$ cat src/rtl/stopwatch_ctrl.sv
// Stopwatch key debounce and start/pause/lap/clear control.
// Drives counter enable/clear and the live-or-lap display select.
module stopwatch_ctrl #(
  parameter int DEBOUNCE_CYCLES = 1000000
) (
  input  logic        clk_50M,
  input  logic        rst,
  input  logic        key_ss_n,
  input  logic        key_lr_n,
  input  logic [11:0] ms_in,
  input  logic [7:0]  sec_in,
  input  logic [3:0]  min_in,
  output logic        cnt_en,
  output logic        cnt_clr,
  output logic [11:0] disp_ms,
  output logic [7:0]  disp_sec,
  output logic [3:0]  disp_min,
  output logic [1:0]  state,
  output logic [3:0]  lap_cnt
);

  localparam int CW = $clog2(DEBOUNCE_CYCLES + 1);

  typedef enum logic [1:0] {
    IDLE   = 2'd0,
    RUN    = 2'd1,
    PAUSED = 2'd2,
    LAP    = 2'd3
  } state_t;

  // bit 0 = start/stop key, bit 1 = lap/reset key
  logic [1:0]    s1, s2, db, db_d, ev;
  logic [CW-1:0] cnt [2];

  state_t      st, st_d;
  logic        en_d, clr_d, cap;
  logic [3:0]  lap_d;
  logic [11:0] snap_ms;
  logic [7:0]  snap_sec;
  logic [3:0]  snap_min;

  // Synchronize, debounce and turn debounced falls into press pulses
  always_ff @(posedge clk_50M or posedge rst) begin
    if (rst) begin
      s1     <= 2'b11;
      s2     <= 2'b11;
      db     <= 2'b11;
      db_d   <= 2'b11;
      ev     <= 2'b00;
      cnt[0] <= '0;
      cnt[1] <= '0;
    end else begin
      s1   <= {key_lr_n, key_ss_n};
      s2   <= s1;
      db_d <= db;
      ev   <= db_d & ~db;
      for (int i = 0; i < 2; i++) begin
        if (s2[i] == db[i]) begin
          cnt[i] <= '0;
        end else if (cnt[i] == CW'(DEBOUNCE_CYCLES - 1)) begin
          cnt[i] <= '0;
          db[i]  <= s2[i];
        end else begin
          cnt[i] <= cnt[i] + 1'b1;
        end
      end
    end
  end

  // Next state, counter controls and lap bookkeeping
  always_comb begin
    st_d  = st;
    clr_d = 1'b0;
    cap   = 1'b0;
    lap_d = lap_cnt;
    unique case (st)
      IDLE: begin
        if (ev[0]) begin
          st_d = RUN;
        end else if (ev[1]) begin
          clr_d = 1'b1;
          lap_d = 4'd0;
        end
      end
      RUN: begin
        if (ev[0]) begin
          st_d = PAUSED;
        end else if (ev[1]) begin
          st_d  = LAP;
          cap   = 1'b1;
          lap_d = (lap_cnt == 4'd15) ? 4'd15 : lap_cnt + 4'd1;
        end
      end
      LAP: begin
        if (ev[0]) begin
          st_d = PAUSED;
        end else if (ev[1]) begin
          st_d = RUN;
        end
      end
      PAUSED: begin
        if (ev[0]) begin
          st_d = RUN;
        end else if (ev[1]) begin
          st_d  = IDLE;
          clr_d = 1'b1;
          lap_d = 4'd0;
        end
      end
      default: st_d = IDLE;
    endcase
    en_d = (st_d == RUN) || (st_d == LAP);
  end

  // Registered FSM state, outputs and lap snapshot
  always_ff @(posedge clk_50M or posedge rst) begin
    if (rst) begin
      st       <= IDLE;
      cnt_en   <= 1'b0;
      cnt_clr  <= 1'b0;
      lap_cnt  <= 4'd0;
      snap_ms  <= '0;
      snap_sec <= '0;
      snap_min <= '0;
    end else begin
      st      <= st_d;
      cnt_en  <= en_d;
      cnt_clr <= clr_d;
      lap_cnt <= lap_d;
      if (cap) begin
        snap_ms  <= ms_in;
        snap_sec <= sec_in;
        snap_min <= min_in;
      end
    end
  end

  // Show the frozen lap while in LAP, otherwise the live count
  always_comb begin
    state    = st;
    disp_ms  = ms_in;
    disp_sec = sec_in;
    disp_min = min_in;
    if (st == LAP) begin
      disp_ms  = snap_ms;
      disp_sec = snap_sec;
      disp_min = snap_min;
    end
  end

endmodule

$ cat config.mk
export PLATFORM = sky130hd
export DESIGN_NAME = stopwatch_ctrl
export DESIGN_NICKNAME = d
export VERILOG_FILES = /design/src/rtl/stopwatch_ctrl.sv
export SDC_FILE = /design/constraint.sdc
export NUM_CORES = 1
export LEC_CHECK = 0
export CAP_MARGIN = 20
export CORE_MARGIN = 2
export CORE_UTILIZATION = 54
export DETAILED_ROUTE_END_ITERATION = 8
export HOLD_SLACK_MARGIN = 0.08
export PLACE_DENSITY_LB_ADDON = 0.2
export SYNTH_ARGS = -nofsm -noshare
export SYNTH_HDL_FRONTEND = slang
export SYNTH_SLANG_ARGS = --single-unit
$ cat constraint.sdc
create_clock -name clk_50M -period 3.4 [get_ports clk_50M]
set_input_delay 0.51 -clock clk_50M [delete_from_list [all_inputs] [get_ports clk_50M]]
set_output_delay 0.51 -clock clk_50M [all_outputs]
set_load 0.005 [all_outputs]
==> run summary, run 1 <==
Outcome -> finished, final reports clean
Worst setup path category -> register to primary output
Max-cap violations -> 0
Final hold violations -> 0
Violation count after the first detailed-route iteration -> 114
Non-filler cells in the finished layout -> 506
Met1 Use GR -> 25.3%
Mapped Area -> 0.00383 mm2
Initial antenna violation count -> 0
RSZ-0062 raised after global routing -> no
Slew @ Worst Pin -> 0.585 ns
Synth Area in XOR/XNOR -> 7.77%
Pin count of the biggest net entering global routing -> 62
Period utilization -> 75.9%
Area Overhead vs Synth -> 23.8%
Leakage -> 2.00 nW
# rows -> 30
Rel. slew slack -> 60.7%
Main combinational cell family by area after synthesis -> simple AND/OR/NAND/NOR gates
Fin area -> 0.00475 mm2
GP Congestion -> 0.786
Setup Viol. Count Final -> 0
Fin Setup TNS -> 0 ns
Syn Area/Cell -> 11.3 um2
Ports -> 60
WHS -> 0.356 ns
Final total power -> 1.74 mW
Post-synthesis mux area share -> 15.2%
Kind of end point of the critical path -> primary output
Share of cells above drive strength 1 -> 20.7%
Die Ht -> 88.3 um
Chip Width -> 88.3 um
HP Class -> register to register
CTS clock-pin slew for the worst setup and hold paths -> 0.07 ns
Global route total overflow -> 0
# resized after CTS -> 0
CTS tree -> built
Final WL -> 7.11 mm
DR WL/cell -> 14.0 um
Initial Utilization -> 56.1%
Critical path's top delay family -> buffers and inverters
Most Used Layer, Global Route -> met2
Vias in the first global route -> 2673
Global Route Usage Sum -> 19.5%
Dpl cell area -> 0.00454 mm2
Nets -> 436
Max clock buf depth -> 2
TritonCTS buffer count -> 9
Fin. max-slew vios -> 0
Adder-cell share of the synthesized area -> 0.979%
Core Region -> 0.00683 mm2
Sequential cell area fraction in the yosys report -> 53.8%
Crit path DAT -> 2.07 ns
GR Layer Usage met2 -> 31.9%
# H-tree levels -> 3
Total number of vias -> 2680
Synth Flop Type -> dfrtp_1
Ant diodes -> 0
Global-route wire length before repair -> 11.9 mm
DRC -> 0
Syn_nets -> 369
Worst vdd ir -> 0.266 mV
Tmin final -> 2.58 ns
PortBufs -> 59
Number of routed nets with antenna violations -> 0
CP Launch Type -> register
#FFs+latches synth -> 82
Simple-gate share of the synthesized area -> 16.4%
Synth unique cells -> 37
PwrDens -> 366 mW/mm2
Drt first pass iters -> 4
CP cell instances -> nand2_1, buf_4, mux2_2, clkdlybuf4s50_1
Worst-skew pair later-pin latency -> 0.34 ns
Req. time, crit path -> 2.89 ns
Root buffer selected by CTS -> clkbuf_8
# Post-CTS Setup Buffers -> 0
Synth async-reset ratio -> 100%
Max Fclk -> 387 MHz
Compound-Gate Fraction of Synth Area -> 3.66%
Hold bufs inserted after CTS -> 0
Crit path max fanout -> 25
CP peak stage delay -> 0.48 ns
Warnings, synthesis -> 0
Clock Skew -> 0.00988 ns
Commonest non-fill, non-tap cells in the layout -> 74 x dfrtp_1, 59 x clkdlybuf4s50_1, 49 x mux2_2
Met3 usage -> 3.92%
CP bufs+invs -> 2
HPWL after DPL -> 4.79 mm
Syn Inst Count -> 338
CTS Sinks -> 82
Via-to-Cell Ratio -> 5.30
Most common cell after layout, fill and taps aside -> dfrtp_1
Dpl cells -> 489
Die area -> 0.00779 mm2
Crit-path slowest cell -> clkdlybuf4s50_1
EDFF count, synth -> 0
-- synthesized netlist by cell type (all sizes together), types with 9 or more instances --
library cell  number  area, um2
xor2               9       78.8
dfrtp             74       1850
nor3               9       45.0
inv               11       41.3
nand3             14       70.1
nand4             12       75.1
xnor2             25        219
nor4               9       56.3
nand2             14       52.6
mux2              50        563
o21ai              9       56.3
nor2              46        175
-- registers in the layout, summed over array words and instances (netlist names) --
signal / flops
db_d: 2
s2: 2
lap_cnt: 4
cnt_en: 1
snap_sec: 8
snap_ms: 12
s1: 2
state: 2
cnt_clr: 1
ev: 2
cnt: 40
db: 2
snap_min: 4
-- metrics by stage --
step	setup WS (ns)	util [%]
final	0.818	69.5
after global placement	1.21	66.5
after global routing	0.739	69.5
after CTS	0.790	69.1
after floorplan	0.795	-
after detailed placement	1.18	66.5
-- area by class of cell --
| class | count | area, um2 |
|---|---|---|
| repair buffers | 65 | 656 |
| flip-flops and latches | 82 | 2060 |
| clock buffers | 13 | 159 |
| well taps | 96 | 120 |
| inverters | 11 | 42.5 |
| fillers | 535 | 2090 |
| clock inverters | 3 | 15.0 |
| multi-input cells | 236 | 1690 |
-- power breakdown --
| group | total [mW] | switching, mW | internal, mW | leakage, nW |
|---|---|---|---|---|
| registers | 0.992 | 0.00718 | 0.985 | 1.11 |
| logic | 0.125 | 0.0510 | 0.0737 | 0.793 |
| clock network | 0.620 | 0.317 | 0.302 | 0.0932 |
| total | 1.74 | 0.376 | 1.36 | 2.00 |
-- cells by family after synthesis --
group	count (synthesis)
DFF	82
adders and majority gates	3
and+or+nand+nor	125
AOI/OAI and AO/OA	22
xor gates and xnor gates	34
muxes	52
buffers and inverters	20
-- routing by layer --
metal / wire [um] / vias up / part of all wire (%)
met1: 3400 / 1273 / 48
met2: 3190 / 76 / 45
met5: 0 / - / 0
li1: - / 1319 / -
met4: 124 / 0 / 1.7
met3: 392 / 12 / 5.5
-- final timing paths --
path	depth (start not counted)	endpoint	slack, ns	from
min in group asynchronous	2	cnt[20]$_DFF_PP0_	0.40	rst
worst max-delay path	4	disp_sec[1]	0.82	state[0]$_DFF_PP0_
worst min-delay path	0	s2[0]$_DFF_PP1_	0.36	s1[0]$_DFF_PP1_
worst max register to register	5	cnt[33]$_DFF_PP0_	1.25	cnt[20]$_DFF_PP0_
worst min register to register	0	s2[0]$_DFF_PP1_	0.36	s1[0]$_DFF_PP1_
max in group asynchronous	4	snap_sec[6]$_DFFE_PP0P_	2.27	rst
(Power assumes the default switching activity.)
==> run 2, diff against run 1 <==
- clock period: 3.4 -> 2.38 ns (I/O delays scaled with it)
==> run summary, run 2 (same netlist as run 1, synthesis figures left out) <==
Final WL -> 7.62 mm (+7.2%)
Worst-skew pair later-pin latency -> 0.35 ns (about the same)
HP Class -> register to register
Cells on worst reg2reg path -> 4 (-1)
Fin. max-slew vios -> 0 (unchanged)
# Post-CTS Setup Buffers -> 0 (unchanged)
Die area -> 0.00779 mm2 (unchanged)
Hold Path Depth -> 0 (unchanged)
Ant diodes -> 0 (unchanged)
Pin count of the biggest net entering global routing -> 30 (-52%)
Req. time, crit path -> 2.02 ns (-0.87 ns)
Setup Viol. Count Final -> 0 (unchanged)
Chip Width -> 88.3 um (unchanged)
Crit path DAT -> 1.97 ns (-0.10 ns)
Kind of end point of the critical path -> primary output
Max clock buf depth -> 2 (unchanged)
Clock Skew -> 0.00759 ns (-0.00230 ns)
Core Region -> 0.00683 mm2 (unchanged)
Most flops, register -> cnt
Final hold violations -> 0 (unchanged)
Drt first pass iters -> 4 (unchanged)
Internal reg-to-reg setup slack -> 0.22 ns (-1.03 ns)
FF+latch area -> 0.00206 mm2 (about the same)
Rel. slew slack -> 59.3% (-1.3 points)
Worst r2r dst -> cnt[34]$_DFF_PP0_
CTS clock-pin slew for the worst setup and hold paths -> 0.09 ns (+0.02 ns)
Fin Setup TNS -> 0 ns (unchanged)
GP Congestion -> 0.851 (+8.2%)
CTS Sinks -> 82 (unchanged)
Violation count after the first detailed-route iteration -> 89 (-22%)
Worst slack at placement -> 0.228 ns (-0.956 ns)
Die Ht -> 88.3 um (unchanged)
Worst R2R Start -> cnt[32]$_DFF_PP0_
Worst Hold Endpoint -> s2[0]$_DFF_PP1_
Area taken by multi-input logic gates -> 0.00169 mm2 (+0.15%)
Initial Utilization -> 56.1% (unchanged)
RSZ-0062 raised after global routing -> no
Root buffer selected by CTS -> clkbuf_8
Worst vdd ir -> 0.383 mV (+44%)
Global Route Usage Sum -> 20.3% (+0.79 points)
Via-to-Cell Ratio -> 5.38 (+1.6%)
DRC -> 0 (unchanged)
Area Overhead vs Synth -> 27.1%
TritonCTS buffer count -> 9 (unchanged)
Max Fclk -> 430 MHz
DR WL/cell -> 14.9 um (+6.0%)
Nets -> 442 (+1.4%)
CP Launch Type -> register
Global route total overflow -> 0 (unchanged)
Setup ws final -> 0.0565 ns (-0.761 ns)
Most common cell after layout, fill and taps aside -> dfrtp_1
Core Util, Final -> 71.3% (+1.8 points)
Period utilization -> 97.6%
Share of cells above drive strength 1 -> 22.8% (+2.1 points)
Max-cap violations -> 0 (unchanged)
Total number of vias -> 2755 (+2.8%)
CTS tree -> built
Largest regs -> cnt x40, snap_ms x12, snap_sec x8
Worst setup path category -> register to primary output
Fillers -> 520 (-2.8%)
PwrDens -> 558 mW/mm2 (+52%)
Crit path max fanout -> 12 (-52%)
HP Start -> s1[0]$_DFF_PP1_
Dpl cells -> 495 (+1.2%)
Ports -> 60 (unchanged)
# rows -> 30 (unchanged)
Non-filler cells in the finished layout -> 512 (+1.2%)
Leakage -> 2.05 nW (+2.5%)
PortBufs -> 59 (unchanged)
Hold bufs inserted after CTS -> 0 (unchanged)
Slew @ Worst Pin -> 0.604 ns (+0.0195 ns)
# resized after CTS -> 0 (unchanged)
Global-route wire length before repair -> 12.2 mm (+2.8%)
Outcome -> finished, final reports clean
Largest register FFs -> 40 (unchanged)
HPWL after DPL -> 5.18 mm (+8.1%)
Number of routed nets with antenna violations -> 0 (unchanged)
Tmin final -> 2.32 ns
Commonest non-fill, non-tap cells in the layout -> 73 x dfrtp_1, 59 x clkdlybuf4s50_1, 49 x mux2_2
# H-tree levels -> 3 (unchanged)
Initial antenna violation count -> 0 (unchanged)
Vias in the first global route -> 2650 (-0.86%)
[run 2: worst max path at each step]
| stage | from | end | slack, ns |
|---|---|---|---|
| after detailed placement | cnt[32]$_DFF_PP0_ | cnt[24]$_DFF_PP0_ | 0.23 |
| after CTS | state[1]$_DFF_PP0_ | disp_sec[7] | 0.0008 |
| after global routing | state[1]$_DFF_PP0_ | disp_ms[3] | 0.0005 |
| after global placement | cnt[32]$_DFF_PP0_ | cnt[34]$_DFF_PP0_ | 0.30 |
| final | state[1]$_DFF_PP0_ | disp_ms[3] | 0.06 |
| after floorplan | cnt[32]$_DFF_PP0_ | cnt[31]$_DFF_PP0_ | 0.41 |
[run 2: layout make-up]
class                      count  area share (%)
multi-input combinational    236            34.8
sequential                    82            42.3
timing repair buffer          71            14.8
clock buffer                   9            2.54
tap                           96            2.47
inverter                      11           0.924
clock inverter                 7            2.11
[run 2: layer usage]
metal  routed length (um)  track usage [%]  share of wire (%)  up-vias
met2                 3680             32.5                 48       70
li1                     -                -                  -     1327
met5                    0                0                  0        -
met3                  421             4.20                5.5        8
met1                 3420             27.1                 45     1350
met4                  106             8.54                1.4        0
[run 2: per-stage QoR]
step	power (mW)	hold slack, ns	cell area [um2]
after floorplan	1.51	0.345	3840
after global placement	1.62	0.348	4620
final	2.72	0.365	4870
after global routing	2.82	0.369	4870
after CTS	2.75	0.364	4840
after detailed placement	1.62	0.354	4620
[run 2: where the power goes]
part / internal (mW) / leakage [nW] / total (mW) / switching, mW
clock: 0.599 / 0.110 / 1.12 / 0.525
sequential: 1.41 / 1.11 / 1.42 / 0.0102
combinational: 0.103 / 0.829 / 0.175 / 0.0727
total: 2.11 / 2.05 / 2.72 / 0.608
[run 2: worst max-delay path: stages (launching register included)]
cell	delay, ns
dfrtp_2	0.46
nand2_2	0.16
clkbuf_16	0.19
mux2_2	0.34
clkdlybuf4s50_1	0.46
